$ cat src/rtl/ram_arbiter.sv
// ram_arbiter: round-robin arbiter letting requesters a and b share one single-port RAM, plus a whole-RAM clear.
// Latency: write ack 2 cycles after the grant edge, read ack 3, clr_done 2 after the clear starts; all outputs registered.
// Backpressure: requesters hold x_req until x_ack; a clr_req seen during an access is remembered until the access ends.
// Ports: a_*/b_* request side (req/we/addr/wdata in, ack/rdata out), clr_req in / clr_done out, busy out,
//        RAM side ram_rst/ram_we/ram_addr/ram_din out and ram_dout in (registered read, one-edge latency).
module ram_arbiter #(
    parameter int AW = 4,
    parameter int DW = 8
) (
    input  logic          clk,
    input  logic          rst,
    input  logic          a_req,
    input  logic          a_we,
    input  logic [AW-1:0] a_addr,
    input  logic [DW-1:0] a_wdata,
    output logic          a_ack,
    output logic [DW-1:0] a_rdata,
    input  logic          b_req,
    input  logic          b_we,
    input  logic [AW-1:0] b_addr,
    input  logic [DW-1:0] b_wdata,
    output logic          b_ack,
    output logic [DW-1:0] b_rdata,
    input  logic          clr_req,
    output logic          clr_done,
    output logic          busy,
    output logic          ram_rst,
    output logic          ram_we,
    output logic [AW-1:0] ram_addr,
    output logic [DW-1:0] ram_din,
    input  logic [DW-1:0] ram_dout
);

    typedef enum logic [1:0] {IDLE, ACCESS, RDWAIT, CLEAR} state_t;

    state_t state;
    logic   ptr;       // 1: b wins the next tie, 0: a wins
    logic   owner;     // requester of the access in flight, 1 = b
    logic   clr_pend;  // clear requested while an access was in flight

    logic a_elig;
    logic b_elig;
    logic pick_b;
    logic clr_want;

    // A requester still holds x_req during its own ack cycle; it must not be granted again off that stale level.
    assign a_elig   = a_req & ~a_ack;
    assign b_elig   = b_req & ~b_ack;
    assign pick_b   = b_elig & (~a_elig | ptr);
    // Same idea for a clear request still high in the clr_done cycle.
    assign clr_want = clr_pend | (clr_req & ~clr_done);

    always_ff @(posedge clk or negedge rst) begin
        if (!rst) begin
            state    <= IDLE;
            ptr      <= 1'b0;
            owner    <= 1'b0;
            clr_pend <= 1'b0;
            a_ack    <= 1'b0;
            b_ack    <= 1'b0;
            a_rdata  <= '0;
            b_rdata  <= '0;
            clr_done <= 1'b0;
            busy     <= 1'b0;
            ram_rst  <= 1'b0;
            ram_we   <= 1'b0;
            ram_addr <= '0;
            ram_din  <= '0;
        end else begin
            // Pulsed outputs default low; each is raised for a single cycle below.
            a_ack    <= 1'b0;
            b_ack    <= 1'b0;
            clr_done <= 1'b0;
            ram_rst  <= 1'b0;
            ram_we   <= 1'b0;

            case (state)
                IDLE: begin
                    if (clr_want) begin
                        state    <= CLEAR;
                        busy     <= 1'b1;
                        ram_rst  <= 1'b1;
                        clr_pend <= 1'b0;
                    end else if (a_elig || b_elig) begin
                        state    <= ACCESS;
                        busy     <= 1'b1;
                        owner    <= pick_b;
                        ptr      <= ~pick_b;
                        ram_we   <= pick_b ? b_we    : a_we;
                        ram_addr <= pick_b ? b_addr  : a_addr;
                        ram_din  <= pick_b ? b_wdata : a_wdata;
                    end
                end

                ACCESS: begin
                    if (clr_req) clr_pend <= 1'b1;
                    // ram_we is the registered copy of the winner's x_we, so it tells read from write here.
                    if (ram_we) begin
                        state <= IDLE;
                        busy  <= 1'b0;
                        a_ack <= ~owner;
                        b_ack <= owner;
                    end else begin
                        state <= RDWAIT;
                    end
                end

                RDWAIT: begin
                    if (clr_req) clr_pend <= 1'b1;
                    state <= IDLE;
                    busy  <= 1'b0;
                    a_ack <= ~owner;
                    b_ack <= owner;
                    if (owner) b_rdata <= ram_dout;
                    else       a_rdata <= ram_dout;
                end

                CLEAR: begin
                    state    <= IDLE;
                    busy     <= 1'b0;
                    clr_done <= 1'b1;
                end

                default: begin
                    state <= IDLE;
                    busy  <= 1'b0;
                end
            endcase
        end
    end

endmodule

$ cat config.mk
export PLATFORM = sky130hd
export DESIGN_NAME = ram_arbiter
export DESIGN_NICKNAME = d
export VERILOG_FILES = /design/src/rtl/ram_arbiter.sv
export SDC_FILE = /design/constraint.sdc
export NUM_CORES = 1
export LEC_CHECK = 0
export CAP_MARGIN = 0
export CORE_MARGIN = 4
export CORE_UTILIZATION = 37
export CTS_CLUSTER_DIAMETER = 100
export CTS_CLUSTER_SIZE = 20
export DETAILED_ROUTE_END_ITERATION = 7
export PLACE_DENSITY = 0.75
export SYNTH_ARGS = -nofsm -noshare
export SYNTH_HDL_FRONTEND = slang
export SYNTH_SLANG_ARGS = --single-unit
export TNS_END_PERCENT = 10
$ cat constraint.sdc
create_clock -name clk -period 1.72 [get_ports clk]
set_input_delay 0.344 -clock clk [delete_from_list [all_inputs] [get_ports clk]]
set_output_delay 0.344 -clock clk [all_outputs]
set_load 0.05 [all_outputs]
==> out/results.tsv, run 1 <==
stage	metric	value	unit
run_status	status	complete, no violations	
setup_path	slowest_stage	clkdlybuf4s50_1	
sta	fmax	584	MHz
die	start_util	0.383	
layout	diodes	0	
drt	routed_wl	4.37	mm
grt	grt.overflow.total	0	
sta	worst_slew_pin_slew	0.486	ns
layout	area_growth	55.9	%
clock_tree	clk_latency	0.28	ns
drt	viasPerCell	5.16	
placement	numPortBuffers	72	
setup_path	cp_num_buf_inv	2	
clock_tree	clkSinkCount	39	
die	die_area	0.00568	mm2
synthesis	syn-mean-instance-area	13.4	um2
setup_path	slowest_delay	0.47	ns
sta	max_slew_margin	0.676	
die	die_x	75.3	um
drt	route.antenna.remaining_nets	0	
synthesis	synthAdderAreaFrac	0.0373	
drt	firstDrtPassIters	8	
setup_path	rr_endpoint	busy	
placement	placed_cell_area	0.00248	mm2
setup_path	critPathKind	in2reg	
sta	setup_viol	0	
setup_path	r2r-start	state[1]	
drt	post-route-drc-count	0	
grt	grt_pass1_wl	6.84	mm
sta	whs	0.109	ns
power_and_ir_drop	vdd_drop_max	1.32	mV
synthesis	ys_types	31	
power_and_ir_drop	p_leak	1.25	nW
die	ios	73	
synthesis	synth-compound-area-share	0.131	
synthesis	yosysWarningCount	0	
synthesis	synth_top_family_by_area	compound AO/OA/AOI/OAI gates	
setup_path	reg2reg_setup_slack	0.008	ns
job	max_cap_viol_count	0	
synthesis	syn_area	0.00168	mm2
power_and_ir_drop	power-per-cell-area	2130	mW/mm2
sta	rsz0062_at_grt	yes	
setup_path	path_max_fanout	13	
setup_path	end_kind	register	
clock_tree	cts_buffers	5	
synthesis	syn-num-nets	169	
clock_tree	htreeDepth	2	
clock_tree	clockRootBuffer	clkbuf_8	
clock_tree	cts_tree	built	
grt	grt_pass1_vias	1494	
synthesis	ys_ff_latch	39	
die	rows	24	
drt	dr.first_iter.drc_count	101	
setup_path	crit_family	compound AO/OA/AOI/OAI gates	
sta	period_minus_slack	1.71	ns
grt	antenna_found_initial	0	
setup_path	start_kind	input port	
die	placeableCoreArea	0.00438	mm2
layout	final_common_cell	buf_4	
placement	place_hpwl	3.37	mm
synthesis	synthMuxAreaShare	0.114	
setup_path	cp.arrival	1.88	ns
layout	final_nets	261	
setup_path	reg2regPathDepth	6	
setup_path	crit_path_start	a_req	
die	fp.dieH	75.3	um
layout	drive_above_1_share	0.422	
clock_tree	clock_path_buffers	2	
drt	num_vias	1393	
setup_path	cp_cell_sequence	clkdlybuf4s50_1 > nand2b_1 > a211o_4 > a222oi_1 > inv_1	
synthesis	synth-xor-area-share	0	
drt	wire_per_inst	16.2	um
synthesis	synth_simple_gate_area_frac	0.0828	
sta	slew_violations	0	
grt	grt_max_degree	40	
clock_tree	clkTransAtPathRegs	0.07	ns
grt	grt_usage	0.161	
sta	fin_skew	0.00464	ns
sta	period_share	0.996	
layout	final_area	0.00262	mm2
sta	hold_viol	0	
layout	mostFrequentLayoutCells	buf_4 (52), dfrtp_1 (36), clkdlybuf4s50_1 (36), mux2_2 (16)	
synthesis	synth_cells	125	
hold_path	hp-class	in2async	
synthesis	ys_seq_area_frac	0.582	
clock_tree	cts_hold_buf	0	
setup_path	worstPathRequired	1.89	ns
placement	gp_congestion	0.843	
## cell families after synthesis
group                      after synthesis
DFF                                     39
AOI/OAI and AO/OA                       25
and+or+nand+nor                         20
buffers and inverters                   19
muxes                                   17
adders and majority gates                5
## worst max path at each step
stage,slack (ns),end,cells after the start
detailed placement,-0.71,ram_addr[3],5
global placement,-0.54,ram_din[4],5
global route,-0.04,state[1],7
finish,0.008,ram_din[4],5
CTS,-0.009,busy,6
floorplan,-0.04,busy,6
## cells in the mapped netlist, drive strengths merged
master | number | share of area
dfrtp | 39 | 0.58
mux2 | 17 | 0.11
inv | 14 | 0.031
a222oi | 12 | 0.072
ha | 5 | 0.037
nand2b | 5 | 0.020
buf | 4 | 0.019
nand2 | 4 | 0.0089
nor3b | 3 | 0.013
a21oi | 2 | 0.0060
nor2 | 2 | 0.0045
nor2b | 2 | 0.012
o21a | 2 | 0.0089
o21ai | 2 | 0.0060
a2111oi | 1 | 0.0089
a211o | 1 | 0.0052
a21o | 1 | 0.0045
a22o | 1 | 0.0052
a22oi | 1 | 0.0045
and3b | 1 | 0.0052
clkbuf | 1 | 0.0022
nor3 | 1 | 0.0030
nor4 | 1 | 0.0075
o211ai | 1 | 0.0045
o32a | 1 | 0.0060
or4b | 1 | 0.0082
## area by class of cell
class	count	area, um2
Clock buffer	6	72.6
Clock inverter	2	12.5
Fill cell	356	1770
Inverter	14	52.6
Multi-Input combinational cell	67	668
Sequential cell	39	980
Tap cell	52	65.1
Timing Repair Buffer	90	764
## through the flow
| stage | total power, mW | setup TNS [ns] | std cells | worst slack, ns | utilization |
|---|---|---|---|---|---|
| final | 5.57 | 0 | 270 | 0.00761 | 0.596 |
| after global routing | 5.89 | -0.178 | 270 | -0.0417 | 0.596 |
| after CTS | 5.61 | -0.00893 | 270 | -0.00893 | 0.595 |
| after detailed placement | 4.95 | -9.16 | 260 | -0.705 | 0.566 |
| after global placement | 4.83 | -7.42 | 260 | -0.542 | 0.566 |
| after floorplan | 3.84 | -0.0421 | 125 | -0.0421 | - |
## what timing repair did
action                     CTS  global route
setup buffers                2             0
pin swaps                    2             7
resized for setup            6             2
setup endpoints to repair   13            13
## sequential cells by signal, indices dropped and copies added (netlist names), 2 cells and up
name,cells
a_rdata,8
ram_din,8
state,2
b_rdata,8
ram_addr,4
## report_power, final
part / total, mW / internal (mW) / switching (mW)
Clock: 0.583 / 0.283 / 0.300
Sequential: 1.62 / 1.35 / 0.271
Combinational: 3.37 / 1.30 / 2.06
Total: 5.57 / 2.94 / 2.63
## per-layer routing
layer  global-route usage  wire length (um)
met5                    0                 0
met1                0.178              1600
met3               0.0686               415
met4               0.0563                87
met2                0.278              2260
Power figures use the tool's default switching activity.
==> inputs of run 2 (changes only) <==
CORE_MARGIN = 2   (was 4)
==> out/results.tsv, run 2 (synthesis results as in run 1) <==
stage	metric	value	unit	change
run_status	status	complete, no violations		
layout	post-route-util	0.614		+0.0173
placement	gp_congestion	0.911		+8.0%
setup_path	crit_family	simple AND/OR/NAND/NOR gates		
placement	placed_cell_area	0.00248	mm2	unchanged
job	max_cap_viol_count	0		unchanged
hold_path	hp-class	in2async		
grt	antenna_found_initial	0		unchanged
setup_path	reg2reg_setup_slack	0.009	ns	about the same
drt	dr.first_iter.drc_count	87		-14%
layout	final_area	0.00267	mm2	+2.2%
layout	fill_cells	341		-4.2%
drt	post-route-drc-count	0		unchanged
layout	reg.largest.list	a_rdata (8), b_rdata (8), ram_din (8)		
placement	place_ws	-0.614	ns	+0.0915 ns
clock_tree	htreeDepth	2		unchanged
die	fp.dieH	71.3	um	-5.3%
power_and_ir_drop	p_total	5.81	mW	+4.2%
drt	wire_per_inst	15.4	um	-4.7%
clock_tree	clock_path_buffers	2		unchanged
placement	place_hpwl	3.21	mm	-4.7%
layout	final_nets	262		+0.38%
clock_tree	clk_latency	0.28	ns	about the same
drt	num_vias	1385		-0.57%
sta	setup_tns	0	ns	unchanged
layout	drive_above_1_share	0.429		+0.00721
grt	grt_max_degree	29		-28%
layout	mostFrequentLayoutCells	buf_4 (51), dfrtp_1 (36), clkdlybuf4s50_1 (35), mux2_2 (16)		
sta	rsz0062_at_grt	yes		
sta	slew_violations	0		unchanged
grt	grt_usage	0.173		+0.0123
grt	grt.overflow.total	0		unchanged
die	rows	24		unchanged
layout	final_common_cell	buf_4		
die	start_util	0.385		+0.00264
setup_path	start_kind	register		
sta	period_share	0.995		about the same
clock_tree	cts_tree	built		
grt	grt_pass1_vias	1507		+0.87%
sta	fin_skew	0.00694	ns	+0.00229 ns
layout	diodes	0		unchanged
sta	hold_viol	0		unchanged
grt	grt_pass1_wl	6.98	mm	+2.0%
setup_path	critPathKind	reg2reg		
setup_path	cp_num_buf_inv	1		-1
sta	setup_viol	0		unchanged
sta	postLayoutSetupSlackWorst	0.00899	ns	+0.00137 ns
power_and_ir_drop	power-per-cell-area	2170	mW/mm2	+2.0%
power_and_ir_drop	vdd_drop_max	1.64	mV	+24%
sta	whs	0.0606	ns	-0.0479 ns
sta	max_slew_margin	0.528		-0.148
sta	period_minus_slack	1.71	ns	-0.00137 ns
setup_path	cp.arrival	1.89	ns	about the same
setup_path	end_kind	register		
setup_path	path_max_fanout	5		-8
drt	routed_wl	4.18	mm	-4.3%
drt	firstDrtPassIters	8		unchanged
clock_tree	clkTransAtPathRegs	0.08	ns	about the same
die	placeableCoreArea	0.00435	mm2	-0.68%
power_and_ir_drop	p_leak	1.28	nW	+2.0%
placement	place_inst	260		unchanged
setup_path	slowest_delay	0.51	ns	+0.04 ns
setup_path	cp_cell_sequence	inv_2 > ha_4 > nand2b_4 > or4b_4 > nand2_2 > mux2_4		
placement	numPortBuffers	72		unchanged
die	ios	73		unchanged
clock_tree	clkSinkCount	39		unchanged
sta	fmax	584	MHz	about the same
drt	viasPerCell	5.11		-0.94%
clock_tree	cts_buffers	5		unchanged
layout	area_growth	59.3	%	
clock_tree	clockRootBuffer	clkbuf_8		
clock_tree	cts_hold_buf	0		unchanged
drt	route.antenna.remaining_nets	0		unchanged
die	die_x	71.3	um	-5.3%
setup_path	slowest_stage	or4b_4		
layout	instances_no_fill	271		+0.37%
setup_path	worstPathRequired	1.90	ns	about the same
die	die_area	0.00509	mm2	-10%
sta	worst_slew_pin_slew	0.708	ns	+0.222 ns
==> run 2: changes by cell type in the layout (fill, tap and decap cells not counted), sizes merged <==
| cell | previous run | this run |
|---|---|---|
| clkinvlp | 1 | 0 |
| a211o | 1 | 2 |
| clkdlybuf4s50 | 36 | 35 |
| bufinv | 0 | 1 |
| dlygate4sd2 | 1 | 2 |
==> run 2: timing repair <==
item | 4_1_cts | 5_1_grt
endpoints found under the setup margin | 15 | 10
buffers inserted | 2 | 0
pin swaps | 5 | 8
gates resized for setup | 8 | 3
cloned | 1 | 0
==> run 2: worst paths after layout <==
check / from / end / cells after the start
worst min register to register: owner / a_ack / 1
worst min-delay path: rst / ram_rst / 1
worst max register to register: state[0] / busy / 6
max in group asynchronous: rst / a_rdata[5] / 2
worst max-delay path: state[0] / busy / 6
min in group clk: owner / a_ack / 1
==> run 2: final cells by class <==
cell class | count | area, um2 | share of cell area
clock buffer | 6 | 82.6 | 0.0309
clock inverter | 2 | 35.0 | 0.0131
inverter | 14 | 52.6 | 0.0197
multi-input combinational | 68 | 691 | 0.258
sequential | 39 | 980 | 0.367
tap | 52 | 65.1 | 0.0243
timing repair buffer | 90 | 767 | 0.287
==> run 2: worst reg2reg max path: cells and delay by family (launching register included) <==
family / cells / cell delay, ns
flip-flops: 1 / 0.40
AND/OR/NAND/NOR: 3 / 0.69
buffers and inverters: 1 / 0.08
adder cells (fa/ha/maj): 1 / 0.14
multiplexers: 1 / 0.29
==> run 2: layer usage <==
metal | track usage | up-vias | share of wire
li1 | - | 645 | -
met1 | 0.198 | 678 | 0.38
met2 | 0.320 | 57 | 0.53
met3 | 0.0492 | 5 | 0.081
met4 | 0.0398 | 0 | 0.0069
met5 | 0 | - | 0
==> run 2: power breakdown <==
group	internal [mW]	switching (mW)	total [mW]
clock network	0.469	0.302	0.771
logic	1.34	2.07	3.41
registers	1.35	0.278	1.63
